File: config.mk
export PLATFORM = sky130hd
export DESIGN_NAME = bram_axis_reader_flat
export DESIGN_NICKNAME = d
export VERILOG_FILES = /design/src/rtl/bram_axis_reader_if.sv /design/src/rtl/bram_axis_reader.sv /design/src/flat_wrapper.sv
export SDC_FILE = /design/constraint.sdc
export NUM_CORES = 1
export LEC_CHECK = 0
export ABC_AREA = 1
export CAP_MARGIN = 10
export CORE_ASPECT_RATIO = 0.75
export CORE_MARGIN = 2
export CORE_UTILIZATION = 46
export DETAILED_ROUTE_END_ITERATION = 8
export PLACE_DENSITY = 0.67
export SETUP_SLACK_MARGIN = 0.02
export SYNTH_ARGS = -nofsm -noshare
export SYNTH_HDL_FRONTEND = slang
export SYNTH_SLANG_ARGS = --single-unit
File: constraint.sdc
create_clock -name clk -period 4.2 [get_ports clk]
set_clock_uncertainty 0.1 [all_clocks]
set_input_delay 0.63 -clock clk [delete_from_list [all_inputs] [get_ports clk]]
set_output_delay 0.63 -clock clk [all_outputs]
set_load 0.02 [all_outputs]
File: src/rtl/bram_axis_reader_if.sv
// BRAM read port plus AXI-Stream master bundle for bram_axis_reader, all channels
// flattened side by side. The master modport is the reader; the slave modport is BRAM/sink.
interface bram_axis_reader_if #(
  parameter int unsigned CHANNELS   = 2,
  parameter int unsigned ADDR_WIDTH = 12,
  parameter int unsigned DATA_WIDTH = 16
);
  logic [CHANNELS-1:0]            bram_en;
  logic [CHANNELS*ADDR_WIDTH-1:0] bram_addr;
  logic [CHANNELS*DATA_WIDTH-1:0] bram_rddata;
  logic [CHANNELS*DATA_WIDTH-1:0] m_axis_tdata;
  logic [CHANNELS-1:0]            m_axis_tvalid;
  logic [CHANNELS-1:0]            m_axis_tready;
  logic [CHANNELS-1:0]            m_axis_tlast;

  modport master (
    output bram_en, bram_addr, m_axis_tdata, m_axis_tvalid, m_axis_tlast,
    input  bram_rddata, m_axis_tready
  );

  modport slave (
    input  bram_en, bram_addr, m_axis_tdata, m_axis_tvalid, m_axis_tlast,
    output bram_rddata, m_axis_tready
  );
endinterface

File: src/rtl/bram_axis_reader.sv
// Multi-channel BRAM-to-AXI-Stream reader with credit-based prefetch FIFOs.
// Define BRAM_AXIS_READER_ABORT_EN to enable abort (flush + error); otherwise abort is ignored.
module bram_axis_reader #(
  parameter int unsigned CHANNELS     = 2,
  parameter int unsigned ADDR_WIDTH   = 12,
  parameter int unsigned DATA_WIDTH   = 16,
  parameter int unsigned LEN_WIDTH    = 16,
  parameter int unsigned READ_LATENCY = 2,
  parameter int unsigned FIFO_DEPTH   = 4
) (
  input  logic                            clk,
  input  logic                            rst,
  input  logic                            start,
  input  logic                            abort,
  input  logic [CHANNELS*ADDR_WIDTH-1:0]  base_addr,
  input  logic [CHANNELS*LEN_WIDTH-1:0]   length,
  bram_axis_reader_if.master              bus,
  output logic                            busy,
  output logic                            done,
  output logic                            error,
  output logic [CHANNELS-1:0]             err_chan
);

  localparam int unsigned OutW = $clog2(FIFO_DEPTH + 1);
  localparam int unsigned PtrW = $clog2(FIFO_DEPTH);

  typedef enum logic [1:0] {StIdle, StRun, StDone, StErr} state_e;

  state_e state_q;

  logic                           start_acc;
  logic                           run;
  logic [CHANNELS-1:0]            zero_len;
  logic [CHANNELS-1:0]            fin_vec;
  logic [CHANNELS-1:0]            last_hs;
  logic [CHANNELS-1:0]            en_vec;
  logic [CHANNELS-1:0]            tvalid_vec;
  logic [CHANNELS-1:0]            tlast_vec;
  logic [CHANNELS*ADDR_WIDTH-1:0] addr_vec;
  logic [CHANNELS*DATA_WIDTH-1:0] tdata_vec;

  assign start_acc = (state_q == StIdle) && start;
  assign run       = (state_q == StRun);

`ifdef BRAM_AXIS_READER_ABORT_EN
  logic flush;
  assign flush = run && abort;
`else
  logic unused_abort;
  assign unused_abort = abort;
`endif

  function automatic logic [PtrW-1:0] ptr_inc(input logic [PtrW-1:0] p);
    return (p == PtrW'(FIFO_DEPTH - 1)) ? '0 : p + PtrW'(1);
  endfunction

  for (genvar c = 0; c < CHANNELS; c++) begin : g_ch
    logic [ADDR_WIDTH-1:0] base_q;
    logic [LEN_WIDTH-1:0]  len_q;
    logic [LEN_WIDTH-1:0]  issue_cnt_q;
    logic [LEN_WIDTH-1:0]  beat_cnt_q;
    logic [OutW-1:0]       outst_q;
    logic [OutW-1:0]       cnt_q;
    logic [PtrW-1:0]       wr_ptr_q;
    logic [PtrW-1:0]       rd_ptr_q;
    logic [READ_LATENCY-1:0] vld_q;
    logic [DATA_WIDTH-1:0] mem_q [FIFO_DEPTH];
    logic                  fin_q;
    logic                  issue, push, pop, valid, last;

    // Outstanding counts in-flight reads plus FIFO entries, so the FIFO can never overflow.
    assign issue = run && (issue_cnt_q < len_q) && (outst_q < OutW'(FIFO_DEPTH));
    assign push  = vld_q[READ_LATENCY-1];
    assign valid = (cnt_q != '0);
    assign pop   = valid && bus.m_axis_tready[c];
    assign last  = valid && (beat_cnt_q == len_q - LEN_WIDTH'(1));

    assign zero_len[c]   = (length[c*LEN_WIDTH +: LEN_WIDTH] == '0);
    assign fin_vec[c]    = fin_q;
    assign last_hs[c]    = pop && last;
    assign en_vec[c]     = issue;
    assign tvalid_vec[c] = valid;
    assign tlast_vec[c]  = last;
    assign addr_vec[c*ADDR_WIDTH +: ADDR_WIDTH] = base_q + ADDR_WIDTH'(issue_cnt_q);
    assign tdata_vec[c*DATA_WIDTH +: DATA_WIDTH] = valid ? mem_q[rd_ptr_q] : '0;

    always_ff @(posedge clk) begin
      if (rst) begin
        base_q      <= '0;
        len_q       <= '0;
        issue_cnt_q <= '0;
        beat_cnt_q  <= '0;
        outst_q     <= '0;
        cnt_q       <= '0;
        wr_ptr_q    <= '0;
        rd_ptr_q    <= '0;
        vld_q       <= '0;
        fin_q       <= 1'b0;
      end else if (start_acc) begin
        base_q      <= base_addr[c*ADDR_WIDTH +: ADDR_WIDTH];
        len_q       <= length[c*LEN_WIDTH +: LEN_WIDTH];
        issue_cnt_q <= '0;
        beat_cnt_q  <= '0;
        outst_q     <= '0;
        cnt_q       <= '0;
        wr_ptr_q    <= '0;
        rd_ptr_q    <= '0;
        vld_q       <= '0;
        fin_q       <= 1'b0;
`ifdef BRAM_AXIS_READER_ABORT_EN
      end else if (flush) begin
        // Drop queued and in-flight data; late BRAM returns arrive untagged.
        outst_q  <= '0;
        cnt_q    <= '0;
        wr_ptr_q <= '0;
        rd_ptr_q <= '0;
        vld_q    <= '0;
`endif
      end else begin
        if (issue) issue_cnt_q <= issue_cnt_q + LEN_WIDTH'(1);
        vld_q <= READ_LATENCY'({vld_q, issue});
        if (push) wr_ptr_q <= ptr_inc(wr_ptr_q);
        if (pop) begin
          rd_ptr_q   <= ptr_inc(rd_ptr_q);
          beat_cnt_q <= beat_cnt_q + LEN_WIDTH'(1);
          if (last) fin_q <= 1'b1;
        end
        cnt_q   <= cnt_q + OutW'(push) - OutW'(pop);
        outst_q <= outst_q + OutW'(issue) - OutW'(pop);
      end
    end

    always_ff @(posedge clk) begin
      if (push) mem_q[wr_ptr_q] <= bus.bram_rddata[c*DATA_WIDTH +: DATA_WIDTH];
    end
  end

  assign bus.bram_en       = en_vec;
  assign bus.bram_addr     = addr_vec;
  assign bus.m_axis_tvalid = tvalid_vec;
  assign bus.m_axis_tlast  = tlast_vec;
  assign bus.m_axis_tdata  = tdata_vec;

  always_ff @(posedge clk) begin
    if (rst) begin
      state_q  <= StIdle;
      busy     <= 1'b0;
      done     <= 1'b0;
      error    <= 1'b0;
      err_chan <= '0;
    end else begin
      done  <= 1'b0;
      error <= 1'b0;
      unique case (state_q)
        StIdle: begin
          if (start) begin
            busy     <= 1'b1;
            err_chan <= zero_len;
            if (|zero_len) begin
              state_q <= StErr;
              error   <= 1'b1;
            end else begin
              state_q <= StRun;
            end
          end
        end
        StRun: begin
`ifdef BRAM_AXIS_READER_ABORT_EN
          if (abort) begin
            err_chan <= ~(fin_vec | last_hs);
            state_q  <= StErr;
            error    <= 1'b1;
          end else
`endif
          if (&(fin_vec | last_hs)) begin
            state_q <= StDone;
            done    <= 1'b1;
          end
        end
        StDone, StErr: begin
          state_q <= StIdle;
          busy    <= 1'b0;
        end
        default: state_q <= StIdle;
      endcase
    end
  end

endmodule

File: src/flat_wrapper.sv
// flat-port wrapper written by rule: the top's interface ports become plain ports
module bram_axis_reader_flat 
#(
  parameter int unsigned CHANNELS     = 2,
  parameter int unsigned ADDR_WIDTH   = 12,
  parameter int unsigned DATA_WIDTH   = 16,
  parameter int unsigned LEN_WIDTH    = 16,
  parameter int unsigned READ_LATENCY = 2,
  parameter int unsigned FIFO_DEPTH   = 4
)
  (clk, rst, start, abort, base_addr, length, busy, done, error, err_chan, bus_bram_en, bus_bram_addr, bus_m_axis_tdata, bus_m_axis_tvalid, bus_m_axis_tlast, bus_bram_rddata, bus_m_axis_tready);
  bram_axis_reader_if #(.CHANNELS(CHANNELS), .ADDR_WIDTH(ADDR_WIDTH), .DATA_WIDTH(DATA_WIDTH)) bus_i ();
  input  logic clk;
  input  logic rst;
  input  logic start;
  input  logic abort;
  input  logic [CHANNELS*ADDR_WIDTH-1:0] base_addr;
  input  logic [CHANNELS*LEN_WIDTH-1:0] length;
  output logic busy;
  output logic done;
  output logic error;
  output logic [CHANNELS-1:0] err_chan;
  output wire logic [$bits(bus_i.bram_en)-1:0] bus_bram_en;
  output wire logic [$bits(bus_i.bram_addr)-1:0] bus_bram_addr;
  output wire logic [$bits(bus_i.m_axis_tdata)-1:0] bus_m_axis_tdata;
  output wire logic [$bits(bus_i.m_axis_tvalid)-1:0] bus_m_axis_tvalid;
  output wire logic [$bits(bus_i.m_axis_tlast)-1:0] bus_m_axis_tlast;
  input wire logic [$bits(bus_i.bram_rddata)-1:0] bus_bram_rddata;
  input wire logic [$bits(bus_i.m_axis_tready)-1:0] bus_m_axis_tready;
  assign bus_bram_en = bus_i.bram_en;
  assign bus_bram_addr = bus_i.bram_addr;
  assign bus_m_axis_tdata = bus_i.m_axis_tdata;
  assign bus_m_axis_tvalid = bus_i.m_axis_tvalid;
  assign bus_m_axis_tlast = bus_i.m_axis_tlast;
  assign bus_i.bram_rddata = bus_bram_rddata;
  assign bus_i.m_axis_tready = bus_m_axis_tready;
  bram_axis_reader #(.CHANNELS(CHANNELS), .ADDR_WIDTH(ADDR_WIDTH), .DATA_WIDTH(DATA_WIDTH), .LEN_WIDTH(LEN_WIDTH), .READ_LATENCY(READ_LATENCY), .FIFO_DEPTH(FIFO_DEPTH)) u_core (.clk(clk), .rst(rst), .start(start), .abort(abort), .base_addr(base_addr), .length(length), .bus(bus_i), .busy(busy), .done(done), .error(error), .err_chan(err_chan));
endmodule
==> results_dict.tcl, run 1 <==
set metrics [dict create \
    critPathSlowestCell "clkdlybuf4s50_1" \
    critPathKind "flop to primary output" \
    synthesis.area_um2 14900 \
    period_needed_ps 4030 \
    fin_cells 2387 \
    powerDensity_nw_per_um2 446 \
    async_flop_share_pct 0 \
    synth_edf_count 128 \
    drc 0 \
    fin_util_pct 55.5 \
    h-tree-depth 1 \
    drv_cap 0 \
    firstDrtPassIters 5 \
    place_hpwl_mm 24.8 \
    grt_antenna_before_repair 0 \
    holdCritStartpoint "u_core.g_ch[0].vld_q[0]" \
    dieHeight_um 160 \
    area_growth_syn_to_layout_pct 19.9 \
    ir_drop_mv 0.306 \
    relSlewSlack_pct 36.1 \
    cts_buffers 30 \
    place_congestion 0.889 \
    vias 12057 \
    end_kind "primary output" \
    synthTopCellsByArea "edfxtp_1 26%, dfxtp_1 21%, nand2_1 7.0%" \
    cp-startpoint "u_core.g_ch[0].issue_cnt_q[0]" \
    grt_overflow 0 \
    critPathArrivalTime_ps 3300 \
    yosysWarnings 0 \
    track_usage_pct 21.0 \
    drt-total-wl_mm 35.4 \
    dieArea_um2 33900 \
    yosysTopAreaCellShare_pct 25.8 \
    placedCellCount 2332 \
    critical_path_required_ps 3470 \
    fillCellCount 2883 \
    postSynthAreaPerCell_um2 8.35 \
    synth_most_common_cell "nand2_1" \
    clk_path_buf_depth 3 \
    synth_top_cell_by_area "edfxtp_1" \
    fmax_ghz 0.248 \
    antenna_left 0 \
    period_share_pct 95.8 \
    root_buffer "clkbuf_16" \
    slew_viol_final 0 \
    rsz0062_at_grt "yes" \
    routedWlPerCell_um 14.8 \
    synthCells 1784 \
    tritoncts "built" \
    hold_end "u_core.g_ch[0].vld_q[1]" \
    ys_seq_area_share_pct 46.9 \
    start_util_pct 46.3 \
    slowest_delay_ps 620 \
    status "completed" \
    chipWidth_um 212 \
    cts-hold-fix-buffers 0 \
    cts_sinks 285 \
    ys_seq_elements 285 \
    io_pins 161 \
    reg2reg_depth 13 \
    insertion_delay_ps 560 \
    worstMarginPinSlew_ps 957 \
    yosysUniqueCellTypes 54 \
    p_leak_nw 7.08 \
    start_kind "flop" \
    grt_max_degree 54 \
    cp_cell_sequence "ha_1 > inv_1 > fa_1 > o21ai_1 > nand3_1 > nand2_1 > nand3_1 > nand2_1 > a21oi_1 > nor2_1 > nor2_1 > xor2_1 > clkdlybuf4s50_1" \
    hold_path_depth 2 \
    drtIter0Drc 739 \
    final_hold_viol_count 0 \
    rows 57 \
    critPathMaxFanout 7 \
    grt_pass1_vias 11464 \
    power_w 0.00797 \
    worstHoldPathType "flop to flop" \
    syn_nets 1960 \
    design_area_um2 17900 \
    r2r_slack_ps 1460 \
    setup_viol 0 \
    synth_common_cells "279 x nand2_1, 249 x nor2_1, 180 x inv_1" \
    vias_per_cell 5.05 \
    placed_area_um2 16900 \
    synth_flop_cell "dfxtp_1" \
    clk_pin_slew_ps 60 \
    core_um2 32200 \
    drive_gt1_share_pct 6.94 \
    r2r-end "u_core.g_ch[1].outst_q[2]" \
    r2r_start "u_core.g_ch[1].len_q[3]" \
    grt_pass1_wl_mm 58.2 \
    port_buffers 159 \
    final.setup.tns_ps 0 \
    nets 2098 \
    n_antenna_cell 0 \
]
==> through the flow <==
step	setup WS (ps)	hold slack, ps
after floorplan	1330	294
after CTS	78.3	308
after global routing	5.32	322
after detailed placement	587	299
final	175	311
after global placement	645	303
==> final cells by class <==
cell class | instances | area [um^2] | share of cell area, %
Inverter | 193 | 727 | 4.07
Clock inverter | 8 | 70.1 | 0.392
Sequential cell | 285 | 6990 | 39.1
Clock buffer | 47 | 921 | 5.15
Timing Repair Buffer | 172 | 1690 | 9.45
Tap cell | 442 | 553 | 3.10
Multi-Input combinational cell | 1240 | 6920 | 38.7
==> metal layers <==
metal  up-vias  GRT usage (%)  part of all wire [%]
met5         -              0                     0
met1      5537           31.0                    50
li1       6226              -                     -
met3        34           2.93                   5.1
met4         0           3.62                   1.3
met2       260           33.1                    44
==> worst max-delay path, delay by kind of cell, from the launching register on <==
family	cells	cell delay, ps
xor+xnor	1	130
flops	1	430
buf+inv	2	690
simple gates	6	530
fa+ha+maj	2	600
compound gates	2	340
==> kinds of logic after synthesis <==
group | after synthesis | share of synthesized area, %
AOI/OAI and AO/OA | 293 | 10.5
DFF | 285 | 46.9
and+or+nand+nor | 781 | 23.7
adders and majority gates | 82 | 7.19
buffers and inverters | 259 | 6.80
xor gates and xnor gates | 84 | 4.94
==> flip-flops by register name, indices dropped and copies added, names as in the netlist, named ones only <==
register,flops
u_core.busy,1
u_core.done,1
u_core.err_chan,2
u_core.error,1
u_core.g_ch.base_q,24
u_core.g_ch.beat_cnt_q,32
u_core.g_ch.cnt_q,6
u_core.g_ch.fin_q,2
u_core.g_ch.issue_cnt_q,32
u_core.g_ch.len_q,32
u_core.g_ch.mem_q,128
u_core.g_ch.outst_q,6
u_core.g_ch.rd_ptr_q,4
u_core.g_ch.vld_q,4
u_core.g_ch.wr_ptr_q,4
u_core.state_q,2
==> placed cells by master (no fill, tap or decap), types with 5 or more instances in the layout <==
cell and n:
a21oi_1 127, buf_4 13, clkbuf_1 8, clkbuf_16 33, clkdlybuf4s50_1 159, dfxtp_1 154
edfxtp_1 128, fa_1 6, ha_1 76, inv_1 179, inv_2 12, nand2_1 279
nand2_2 12, nand3_1 133, nand3_2 5, nand4_1 26, nor2_1 249, nor2_2 8
nor2_4 12, nor3_1 24, nor4_1 8, o21a_1 5, o21ai_0 123, o21ai_1 8
o22ai_1 9, xnor2_1 30, xor2_1 54
==> power breakdown <==
group	internal, W	leakage, nW	switching (W)	total, W
logic	0.000820	4.18	0.00135	0.00217
registers	0.00302	2.43	0.000124	0.00315
clock network	0.00156	0.473	0.00109	0.00265
==> how the worst max path moves through the flow <==
stage                        endpoint  slack, ps  depth (start not counted)
floorplan           bus_bram_addr[10]       1330                         12
global placement    bus_bram_addr[10]        640                         13
detailed placement  bus_bram_addr[10]        590                         13
CTS                 bus_bram_addr[10]         80                         13
global route        bus_bram_addr[10]          5                         13
finish              bus_bram_addr[10]        170                         13
==> timing repair <==
action | in CTS | in global routing
endpoints found under the setup margin | 1 | 4
gates resized for setup | 1 | 6
setup buffers | 0 | 0
No activity file was read; power rests on OpenSTA's default activity.
==> inputs of run 2 (changes only) <==
CORE_UTILIZATION = 40   (was 46)
PLACE_DENSITY = unset   (was 0.67)
==> run 2 against run 1 <==
Die area up 15%. First-iteration DRC count decreased by 4.3%. Global-route usage decreased by 2.3 points. Non-clock buffer count fell by 2. Clock-buffer cell count shrank 10. Clock power rose by 2%. Hold slack worse by 3.1 ps. Total power up 0.71%. Combinational power hardly changed. Register-to-register slack worse by 30 ps. Via count is essentially flat. Critical path type unchanged.
==> results_dict.tcl, run 2 (synthesis results as in run 1) <==
set metrics [dict create \
    root_buffer "clkbuf_16" \
    dr_wl_met2_mm 15.6 \
    route.met3.wl_mm 1.76 \
    rows 61 \
    critPathArrivalTime_ps 3230 \
    period_needed_ps 3960 \
    final_hold_viol_count 0 \
    drv_cap 0 \
    drtIter0Drc 707 \
    cp-startpoint "u_core.g_ch[1].issue_cnt_q[2]" \
    critPathMaxFanout 7 \
    h-tree-depth 1 \
    critical_path_required_ps 3470 \
    grt_max_degree 82 \
    r2r_slack_ps 1430 \
    final.setup.tns_ps 0 \
    cts_sinks 285 \
    start_kind "flop" \
    chipWidth_um 227 \
    grt_overflow 0 \
    p_leak_nw 7.09 \
    track_usage_pct 18.6 \
    met1_length_mm 17.9 \
    clk_pin_slew_ps 60 \
    powerDensity_nw_per_um2 447 \
    holdWs_ps 308 \
    dp_slack_ps 635 \
    nets 2097 \
    status "completed" \
    port_buffers 159 \
    relSlewSlack_pct 34.6 \
    period_share_pct 94.2 \
    layout_setup_ws_ps 245 \
    reg2reg_depth 13 \
    r2r-end "u_core.g_ch[1].outst_q[2]" \
    slew_viol_final 0 \
    core_um2 36900 \
    layout_common_cells "279 x nand2_1, 249 x nor2_1, 179 x inv_1" \
    firstDrtPassIters 5 \
    antenna_left 0 \
    drive_gt1_share_pct 6.79 \
    dieArea_um2 38800 \
    worstHoldPathType "flop to flop" \
    cts_buffers 31 \
    routedWlPerCell_um 14.6 \
    drt-total-wl_mm 35.9 \
    largest_register_ffs 128 \
    place_congestion 0.910 \
    top_layer_used "met4" \
    area_growth_syn_to_layout_pct 20.5 \
    dieHeight_um 171 \
    fmax_ghz 0.253 \
    end_kind "primary output" \
    tritoncts "built" \
    setup_viol 0 \
    worstMarginPinSlew_ps 980 \
    start_util_pct 40.4 \
    largest_register "u_core.g_ch.mem_q" \
    cp-endpoint "bus_bram_addr[23]" \
    final_common_cell "nand2_1" \
    clk_path_buf_depth 3 \
    ir_drop_mv 0.274 \
    insertion_delay_ps 570 \
    power_w 0.00802 \
    grt_pass1_vias 11395 \
    grt_antenna_before_repair 1 \
    io_pins 161 \
    fin_util_pct 48.7 \
    place_hpwl_mm 25.4 \
    vias 12060 \
    rsz0062_at_grt "no" \
    critPathKind "flop to primary output" \
    r2r_start "u_core.g_ch[1].len_q[2]" \
    drc 0 \
    vias_per_cell 4.92 \
    grt_pass1_wl_mm 58.2 \
]
## run 2: cell types whose count changed in the layout (fill, tap and decap cells not counted), moves of 2 or more
cell / change
buf_4: -3
bufinv_16: +3
clkbuf_1: -2
clkbuf_16: -2
clkbuf_2: -2
clkbuf_8: -4
clkinv_1: +5
clkinv_2: +2
clkinvlp_4: +2
dfxtp_1: -2
dfxtp_2: +2
## run 2: per-layer routing
metal  global-route usage [%]  up-vias
met5                        0        -
met2                     29.4      218
met1                     26.9     5584
li1                         -     6217
met3                     2.99       41
met4                     4.00        0
## run 2: worst min path at each step
stage,from,end,depth (start not counted)
after detailed placement,u_core.g_ch[0].vld_q[0],u_core.g_ch[0].vld_q[1],2
after global routing,u_core.g_ch[0].vld_q[0],u_core.g_ch[0].vld_q[1],2
after global placement,u_core.g_ch[0].vld_q[0],u_core.g_ch[0].vld_q[1],2
after CTS,u_core.g_ch[1].vld_q[0],u_core.g_ch[1].vld_q[1],2
after floorplan,u_core.g_ch[0].vld_q[0],u_core.g_ch[0].vld_q[1],2
final,u_core.g_ch[0].vld_q[0],u_core.g_ch[0].vld_q[1],2
## run 2: area by class of cell
cell class | count | area, um^2
clock buffer | 37 | 798
antenna | 1 | 2.50
fill | 3484 | 18900
tap | 504 | 631
sequential | 285 | 6990
multi-input combinational | 1240 | 6910
inverter | 193 | 727
timing repair buffer | 170 | 1690
clock inverter | 19 | 199
## run 2: metrics by stage
step           cell area, um^2  instances
2_1_floorplan            14900       1784
3_3_place_gp             16900       2392
3_5_place_dp             16900       2392
4_1_cts                  17900       2448
5_1_grt                  18000       2449
6_report                 18000       2449
## run 2: repair_timing
item                       4_1_cts  5_1_grt
cloned                           0        0
hold buffers                     0        0
buffers inserted                 0        0
resized for setup                1        8
setup endpoints to repair        1        5
## run 2: critical path, stage by stage, from the launching register on
cell and delay [ps]:
dfxtp_1 510, ha_1 310, inv_1 120, o21bai_1 140, a21oi_1 260, o21ai_0 190, a21oi_1 200, nor2_1 60
nor2_1 110, xor2_1 140, clkdlybuf4s50_1 620
## run 2: report_power, final
group	internal, W	switching [W]
clock	0.00159	0.00111
sequential	0.00302	0.000116
combinational	0.000821	0.00136
total	0.00544	0.00259
==> inputs of run 3 (changes only) <==
clock period = 3.9 ns   (was 4.2 ns; I/O delays follow)
==> run 3 against run 2 <==
Via count decreased by 0.36%. Sequential share of layout area decreased by 0.25 points. First-iteration DRC count decreased by 6.8%. Critical path depth decreased by 3. Flip-flop and latch count unchanged. Register-to-register slack got worse by 340 ps. Sequential power increased by 7.3%. Routed wire length increased by 1.8%. Combinational power increased by 9.2%. Cell area increased by 0.68%. Core utilization increased by 0.33 points.
==> results_dict.tcl, run 3 (synthesis results as in run 1) <==
set metrics [dict create \
    status "completed" \
    r2r_slack_ps 1090 \
    grt_pass1_wl_mm 59.1 \
    layout_common_cells "279 x nand2_1, 249 x nor2_1, 179 x inv_1" \
    firstDrtPassIters 4 \
    drtIter0Drc 659 \
    powerDensity_nw_per_um2 487 \
    clk_pin_slew_ps 60 \
    critPathArrivalTime_ps 2980 \
    place_hpwl_mm 25.9 \
    largest_register_ffs 128 \
    worstMarginPinSlew_ps 946 \
    worstHoldPathType "flop to flop" \
    cts-hold-fix-buffers 0 \
    nets 2101 \
    largest_register "u_core.g_ch.mem_q" \
    period_share_pct 93.9 \
    root_buffer "clkbuf_16" \
    critPathKind "flop to primary output" \
    placedCellCount 2396 \
    grt_antenna_before_repair 0 \
    area_growth_syn_to_layout_pct 21.3 \
    grt_overflow 0 \
    chipWidth_um 227 \
    track_usage_pct 18.9 \
    rsz0062_at_grt "no" \
    core_um2 36900 \
    ir_drop_mv 0.408 \
    drv_cap 0 \
    insertion_delay_ps 570 \
    fin_cells 2454 \
    drive_gt1_share_pct 7.64 \
    grt_pass1_vias 11698 \
    final.setup.tns_ps 0 \
    power_w 0.00880 \
    end_kind "primary output" \
    cts_buffers 31 \
    fmax_ghz 0.273 \
    post_cts_buffers 0 \
    n_antenna_cell 0 \
    tritoncts "built" \
    dieHeight_um 171 \
    place_congestion 0.903 \
    relSlewSlack_pct 36.8 \
    io_pins 161 \
    crit_buf_inv 2 \
    final_hold_viol_count 0 \
    drc 0 \
    h-tree-depth 1 \
    antenna_left 0 \
    critical_path_required_ps 3210 \
    vias 12017 \
    rows 61 \
    port_buffers 159 \
    routedWlPerCell_um 14.9 \
    fillCellCount 3538 \
    drt-total-wl_mm 36.5 \
    vias_per_cell 4.90 \
    p_leak_nw 7.25 \
    path_delay_family "buffers and inverters" \
    final_common_cell "nand2_1" \
    grt_max_degree 54 \
    clk_path_buf_depth 3 \
    dieArea_um2 38800 \
    start_util_pct 40.4 \
    period_needed_ps 3660 \
    slowest_delay_ps 620 \
    cp_cell_sequence "ha_1 > inv_1 > fa_1 > o31ai_2 > a21oi_1 > xor2_1 > clkdlybuf4s50_1" \
    slew_viol_final 0 \
    critPathMaxFanout 7 \
    start_kind "flop" \
    setup_viol 0 \
    critPathSlowestCell "clkdlybuf4s50_1" \
    cts_sinks 285 \
]
run 3: tightest hold or removal path: stages, from the launching register on:
cell and delay (ps):
dfxtp_1 300, inv_1 40, nor2_1 30
run 3: final timing paths:
| path | from | end | depth (start not counted) |
|---|---|---|---|
| worst min register to register | u_core.g_ch[1].vld_q[0] | u_core.g_ch[1].vld_q[1] | 2 |
| worst max register to register | u_core.g_ch[1].len_q[2] | u_core.g_ch[1].outst_q[2] | 13 |
| worst min-delay path | u_core.g_ch[1].vld_q[0] | u_core.g_ch[1].vld_q[1] | 2 |
| worst max-delay path | u_core.g_ch[1].issue_cnt_q[0] | bus_bram_addr[20] | 7 |
run 3: power breakdown:
| part | switching, W | leakage, nW | internal [W] | total (W) |
|---|---|---|---|---|
| Combinational | 0.00149 | 4.33 | 0.000893 | 0.00238 |
| Sequential | 0.000109 | 2.43 | 0.00326 | 0.00337 |
| Clock | 0.00127 | 0.492 | 0.00179 | 0.00305 |
| Total | 0.00286 | 7.25 | 0.00593 | 0.00880 |
run 3: what timing repair did:
item	in CTS	in global routing
endpoints found under the hold margin	0	0
endpoints found under the setup margin	7	7
gates resized for setup	11	10
run 3: cell type report:
cell class | instances | area [um^2] | share of cell area (%)
inverter | 193 | 727 | 4.02
tap | 504 | 631 | 3.49
multi-input combinational | 1240 | 6930 | 38.3
sequential | 285 | 6990 | 38.7
clock buffer | 33 | 783 | 4.33
clock inverter | 25 | 267 | 1.47
timing repair buffer | 174 | 1750 | 9.66
run 3: per-stage QoR:
stage / instance area [um^2] / util (%) / setup slack [ps] / hold WS, ps
after floorplan: 14900 / - / 1070 / 294
after global routing: 18100 / 49.0 / 92.5 / 336
after global placement: 17000 / 46.0 / 423 / 304
final: 18100 / 49.0 / 236 / 312
after detailed placement: 17000 / 46.0 / 412 / 303
after CTS: 18000 / 48.9 / 23.5 / 313
run 3: routing by layer:
layer / GRT usage [%] / share of wire (%) / routed length, um
met5: 0 / 0 / 0
met1: 26.6 / 50 / 18200
met4: 4.06 / 1.7 / 633
met2: 30.4 / 44 / 16100
met3: 3.50 / 4.4 / 1620
